==> src/rtl/dmem_arbiter.sv <==
// dmem_arbiter: shares the single-port data RAM between the CPU MEM stage
// and a DMA/loader port; CPU has priority, starvation forces a DMA slot.
module dmem_arbiter #(
  parameter int ADDR_W       = 32,
  parameter int DATA_W       = 32,
  parameter int STARVE_LIMIT = 4
) (
  input  logic              clk,
  input  logic              rst_n,
  input  logic              cpu_req,
  input  logic              cpu_we,
  input  logic [ADDR_W-1:0] cpu_addr,
  input  logic [DATA_W-1:0] cpu_wdata,
  output logic [DATA_W-1:0] cpu_rdata,
  output logic              cpu_stall,
  input  logic              dma_req,
  input  logic              dma_we,
  input  logic [ADDR_W-1:0] dma_addr,
  input  logic [DATA_W-1:0] dma_wdata,
  output logic              dma_gnt,
  output logic [DATA_W-1:0] dma_rdata,
  output logic              dma_rvalid,
  output logic [ADDR_W-1:0] mem_addr,
  output logic [DATA_W-1:0] mem_wdata,
  output logic              mem_read,
  output logic              mem_write,
  input  logic [DATA_W-1:0] mem_rdata
);

  localparam int CNT_W = 4;
  localparam logic [CNT_W-1:0] LIMIT = CNT_W'(STARVE_LIMIT);
  localparam logic OWN_CPU = 1'b0;
  localparam logic OWN_DMA = 1'b1;

  logic [CNT_W-1:0]  starve_cnt_q, starve_cnt_d;
  logic [DATA_W-1:0] dma_rdata_q, dma_rdata_d;
  logic              dma_rvalid_q, dma_rvalid_d;
  logic              owner_q, owner_d;
  logic              force_gnt;
  logic              cpu_gnt;

  // Grant decision: CPU wins unless the DMA has waited STARVE_LIMIT cycles
  always_comb begin
    force_gnt = dma_req && (starve_cnt_q == LIMIT);
    dma_gnt   = dma_req && (!cpu_req || force_gnt);
    cpu_gnt   = cpu_req && !dma_gnt;
    cpu_stall = cpu_req && dma_gnt;
  end

  // RAM port mux; idle cycles drive all-zero to the RAM
  always_comb begin
    mem_addr  = '0;
    mem_wdata = '0;
    mem_read  = 1'b0;
    mem_write = 1'b0;
    cpu_rdata = '0;
    unique case (1'b1)
      dma_gnt: begin
        mem_addr  = dma_addr;
        mem_wdata = dma_wdata;
        mem_read  = !dma_we;
        mem_write = dma_we;
      end
      cpu_gnt: begin
        mem_addr  = cpu_addr;
        mem_wdata = cpu_wdata;
        mem_read  = !cpu_we;
        mem_write = cpu_we;
        cpu_rdata = cpu_we ? '0 : mem_rdata;
      end
      default: ;
    endcase
  end

  // Next-state: starvation count, DMA read capture, last owner
  always_comb begin
    starve_cnt_d = '0;
    if (dma_req && !dma_gnt) begin
      starve_cnt_d = (starve_cnt_q == LIMIT) ? starve_cnt_q
                                             : starve_cnt_q + 1'b1;
    end
    dma_rvalid_d = dma_gnt && !dma_we;
    dma_rdata_d  = dma_rvalid_d ? mem_rdata : dma_rdata_q;
    owner_d      = owner_q;
    if (dma_gnt) begin
      owner_d = OWN_DMA;
    end else if (cpu_gnt) begin
      owner_d = OWN_CPU;
    end
  end

  // State registers; reset aborts any in-flight DMA return
  always_ff @(posedge clk or negedge rst_n) begin
    if (!rst_n) begin
      starve_cnt_q <= '0;
      dma_rdata_q  <= '0;
      dma_rvalid_q <= 1'b0;
      owner_q      <= OWN_CPU;
    end else begin
      starve_cnt_q <= starve_cnt_d;
      dma_rdata_q  <= dma_rdata_d;
      dma_rvalid_q <= dma_rvalid_d;
      owner_q      <= owner_d;
    end
  end

  assign dma_rdata  = dma_rdata_q;
  assign dma_rvalid = dma_rvalid_q;

endmodule

==> config.mk <==
export PLATFORM = sky130hd
export DESIGN_NAME = dmem_arbiter
export DESIGN_NICKNAME = d
export VERILOG_FILES = /design/src/rtl/dmem_arbiter.sv
export SDC_FILE = /design/constraint.sdc
export NUM_CORES = 1
export LEC_CHECK = 0
export CORE_AREA = 2 2 115 117
export CTS_BUF_LIST = sky130_fd_sc_hd__clkbuf_8
export DETAILED_ROUTE_END_ITERATION = 10
export DIE_AREA = 0 0 117 119
export GPL_TIMING_DRIVEN = 0
export PLACE_DENSITY_LB_ADDON = 0.15
export RECOVER_POWER = 50
export SLEW_MARGIN = 0
export SYNTH_ARGS = -nofsm -noshare
export SYNTH_HDL_FRONTEND = slang
export SYNTH_SLANG_ARGS = --single-unit
==> constraint.sdc <==
create_clock -name clk -period 2 [get_ports clk]
set_input_delay 0.6 -clock clk [delete_from_list [all_inputs] [get_ports clk]]
set_output_delay 0.6 -clock clk [all_outputs]
set_load 0.03 [all_outputs]
* Yosys cells after proc, flatten, opt, wreduce, memory -nomap -nowiden
Cells that the tools add are included.
Operators by class: $add $sub $neg 1, eq/ne operators 2, muxes and demuxes 8, reductions and logical operators 11
Operator list (number):
- case mux 32 bit (2 select lines) | 2
- 2-to-1 mux 32 bit | 2
- 2-to-1 mux 4 bit | 2
- logical AND 1 bit | 6
- adder 4 x 1 -> 4 bit, second input constant | 1
- equality test 4 x 3 -> 1 bit, second input constant | 1
- logical NOT 1 bit | 4
- case mux 1 bit (2 select lines) | 2
- != test 2 bit, second input constant | 1
- logical OR 1 bit | 1
Storage, ports and cells: register bits after elaboration 37, input bits 166, output and inout port bits 133, word-level logic and storage cells 25

* Logic depth before layout (Yosys ltp)
depth after elaboration 7, gate-level depth with buffers 7, mapped depth without buffers 5

* Least setup slack after synthesis
OpenSTA, ideal clock, no wires.
path kind in2out, start in dma_req, end out mem_addr[10], data arrival time 1924 ps, required time 1400 ps, setup slack -524 ps, cell stages on the path 5, path buffers 2, cells stage by stage buf_2 > nand4b_2 > and2_1 > clkbuf_1 > o21ai_0
On the way: longest elaborated chain between the ends 6
Ends and longest elaborated chain:
- start, declared | RTL line 16 | input logic dma_req,
- logical AND 1 bit | RTL line 44 | force_gnt = dma_req && (starve_cnt_q == LIMIT);
- logical OR 1 bit | RTL line 45 | dma_gnt = dma_req && (!cpu_req || force_gnt);
- logical AND 1 bit (*) | RTL line 45
- logical NOT 1 bit | RTL line 46 | cpu_gnt = cpu_req && !dma_gnt;
- logical AND 1 bit | RTL line 46
- case mux 32 bit (2 select lines) (*) | RTL line 57 | unique case (1'b1)
- end, declared | RTL line 23 | output logic [ADDR_W-1:0] mem_addr,
Mark *: on every way between the ends. The rest lies on a longest branch, timed or not.

* Worst setup path after layout
start reg starve_cnt_q[1], end out mem_wdata[3]
On the way: longest elaborated chain between the ends 7
Ends and longest elaborated chain:
- start, declared | RTL line 35 | logic [CNT_W-1:0] starve_cnt_q, starve_cnt_d;
- start signal, assigned | RTL line 100 | starve_cnt_q <= starve_cnt_d;
- equality test 4 x 3 -> 1 bit (*) | RTL line 44
- logical AND 1 bit (*) | RTL line 44
- logical OR 1 bit (*) | RTL line 45
- logical AND 1 bit (*) | RTL line 45
- logical NOT 1 bit | RTL line 46
- logical AND 1 bit | RTL line 46
- case mux 32 bit (2 select lines) (*) | RTL line 57
- end, declared | RTL line 24 | output logic [DATA_W-1:0] mem_wdata,
Marked as above.

==> results_dict.tcl <==
set metrics [dict create \
    status "finished with violations" \
    failed_checks "setup timing" \
    cts_sinks 37 \
    finalMaxSlewViolations 0 \
    synthToLayoutAreaGrowth_pct 167.1 \
    setup_viol 100 \
    nets 836 \
    powerDensity_nw_per_um2 489.2 \
    fill_cells 1142 \
    cts_buffer_depth 2 \
    synth_nets 522 \
    setup_tns_ps -37470 \
    leakage_uw 0.003032 \
    holdBufCountCts 0 \
    grt.total_usage 0.1860 \
    avgSynthCellArea_um2 7.666 \
    ys_warn_count 0 \
    chipHeight_um 119 \
    slowest_delay_ps 390 \
    ys.flop_type "dfrtp_1" \
    initial_core_util 0.2108 \
    slew_headroom 0.3776 \
    seqPwrFrac 0.264 \
    antenna_found_initial 0 \
    drc 0 \
    dp.final_hpwl_um 10690 \
    synth_edf_count 0 \
    ys_ff_latch 37 \
    grt_max_degree 38 \
    power.internal_uw 2182 \
    ios 299 \
    initialDrtViolationCount 114 \
    via_per_inst 4.531 \
    grt.overflow.total 0 \
    netlist_instances 354 \
    tightest_slew_ps 933.6 \
    path_cells "inv_2 -> ha_4 -> nand4b_4 -> and2_4 -> buf_12 -> buf_12 -> o21ai_4 -> buf_6" \
    finalHoldViolations 0 \
    async_flop_share 1.000 \
    hp-class "in -> async" \
    cts_buffers 5 \
    seq_area_um2 925.9 \
    period_minus_slack_ps 2431 \
    antennaDiodeCount 0 \
    yosys.area.top_type "dfrtp_1" \
    drv_cap 0 \
    r2r_start "starve_cnt_q[1]" \
    multi_input_area_um2 2426 \
    drt-total-wl_um 13740 \
    ys_top_cells_by_count "66 x nand2_1, 66 x nand3_1, 50 x o21ai_1" \
    firstDrtPassIters 4 \
    grt_pass1_wl_um 20530 \
    peakVddDrop_v 0.0004593 \
    finalClockSkew_ps 3.489 \
    p_total_uw 3546 \
    cp_max_fo 11 \
    r2r-end "dma_rdata[27]" \
    portBuffers 296 \
    power_frac_clock 0.149 \
    cts_tree "built" \
    path_buf_inv 4 \
    critPathTopFamily "buffers and inverters" \
    fin_ws_ps -430.6 \
    drive_gt1_frac 0.4266 \
    rrSetupSlack_ps 220 \
    seq_area_frac_synth 0.3412 \
    clkSlewWorstSetupHoldPaths_ps 70 \
    path_common_cell "buf_12" \
    synth_top_cell_area_share 0.3412 \
    rsz0062_at_grt "true" \
    die-width_um 117 \
    std_cell_rows 42 \
    gp_congestion 0.7821 \
    fin_crit_sh 1.215 \
    ant_nets 0 \
    synth_cell_types 25 \
    cp_data_arrival_time_ps 1830 \
    h-tree-depth 2 \
    syn-cell-area_um2 2714 \
    cts-root-buf "clkbuf_8" \
    synth_top_cells_by_area "dfrtp_1 34%, nand3_1 12%, mux2_2 11%" \
    combinationalPowerShare 0.588 \
    rr_worst_depth 7 \
    vias 3824 \
    clk-insertion-delay-late_ps 290 \
    criticalPathCategory "reg -> out" \
    wl_per_cell_um 16.28 \
    cp.required_ps 1400 \
    coreArea_um2 12870 \
    grt_pass1_vias 3974 \
    start_kind "flip-flop" \
    switching_share 0.3847 \
    die_area_um2 13920 \
    p_sw_uw 1364 \
    clock.fmax_mhz 411.4 \
    end_kind "output port" \
    crit_slowest_cell "dfrtp_1" \
]
-- power by group through the flow --
stage | combinational (µW) | clock [µW] | sequential [µW]
2_1_floorplan | 784 | 0 | 1200
3_3_place_gp | 1960 | 0 | 942
3_5_place_dp | 1970 | 0 | 948
4_1_cts | 2050 | 555 | 936
5_1_grt | 2190 | 584 | 953
6_report | 2080 | 527 | 935
-- logic make-up (layout without fill, tap and decap cells) --
family | Yosys count | after routing | share of synthesized area
and+or+nand+nor | 176 | 176 | 0.3167
AOI/OAI and AO/OA | 66 | 66 | 0.1259
buffers and inverters | 39 | 353 | 0.06777
DFF | 37 | 37 | 0.3412
muxes | 32 | 32 | 0.1328
adders and majority gates | 2 | 2 | 0.009219
xor gates and xnor gates | 2 | 2 | 0.006456
-- worst reg2reg max path, cell delays in order, from the launching register on --
cell and delay [ps]:
dfrtp_1 390, inv_2 80, ha_4 150, nand3b_1 140
a21oi_4 200, buf_4 200, buf_6 170, mux2_2 350
-- worst max path at each step --
stage,from,to,depth (start not counted),slack [ps]
floorplan,dma_req,mem_wdata[6],6,-250
global placement,cpu_we,cpu_rdata[24],5,-1250
detailed placement,cpu_we,cpu_rdata[25],5,-1260
CTS,starve_cnt_q[1],cpu_rdata[30],8,-500
global route,starve_cnt_q[1],mem_addr[25],8,-510
finish,starve_cnt_q[1],mem_wdata[3],8,-430
-- per-stage QoR --
step                area (µm²)  cells  worst slack [ps]  hold slack [ps]  utilization
floorplan                 3526    354            -248.2            304.4            -
global placement          6709    826             -1254            466.1       0.5211
detailed placement        6704    826             -1265            477.9       0.5207
CTS                       7020    838            -504.1            439.7       0.5453
global route              7248    844            -514.7            499.7       0.5630
finish                    7248    844            -430.6            428.5       0.5630
-- registers in the layout, summed over array words and instances (netlist names) --
signal / flops
dma_rvalid: 1
dma_rdata: 32
starve_cnt_q: 4
-- layer usage --
metal / vias up / track usage / wire length, µm
li1: 1832 / - / -
met1: 1797 / 0.1966 / 4853
met2: 177 / 0.3465 / 7204
met3: 18 / 0.05700 / 1381
met4: 0 / 0.05588 / 298
met5: - / 0 / 0
-- timing repair --
action                     CTS  global route
gates resized for setup    704            62
hold endpoints to repair     0             0
buffers inserted             6             4
setup endpoints to repair  100           102
gates cloned                 0             3
pin swaps                    6             4
-- cells in the final DEF, fill, tap and decap left out, types with 2 or more instances in the layout --
cell type,synthesis,layout
clkbuf_1,14,4
nand2_1,66,66
clkdlybuf4s50_1,0,191
a21oi_4,1,2
nor2_1,4,3
buf_2,12,7
buf_6,3,104
clkbuf_2,0,6
buf_8,0,4
dlymetal6s2s_1,0,2
and2_4,0,31
clkbuf_8,0,6
buf_12,0,7
dfrtp_1,37,37
mux2_1,5,5
nand3_1,66,65
buf_4,0,13
and2_2,0,3
o21ai_2,0,5
o21ai_4,0,58
mux2_2,27,27
inv_1,3,2
clkbuf_16,0,3
dlygate4sd2_1,0,2
inv_2,0,2
-- area by class of cell --
type                    instances  share of cell area
multi-input cells             278              0.3347
clock inverters                 1           0.0005179
flip-flops and latches         37              0.1277
well taps                     176             0.03038
clock buffers                   6             0.01139
repair buffers                307              0.4417
inverters                       3            0.001554
plain buffers                  36             0.05196
(Power assumes the default switching activity.)
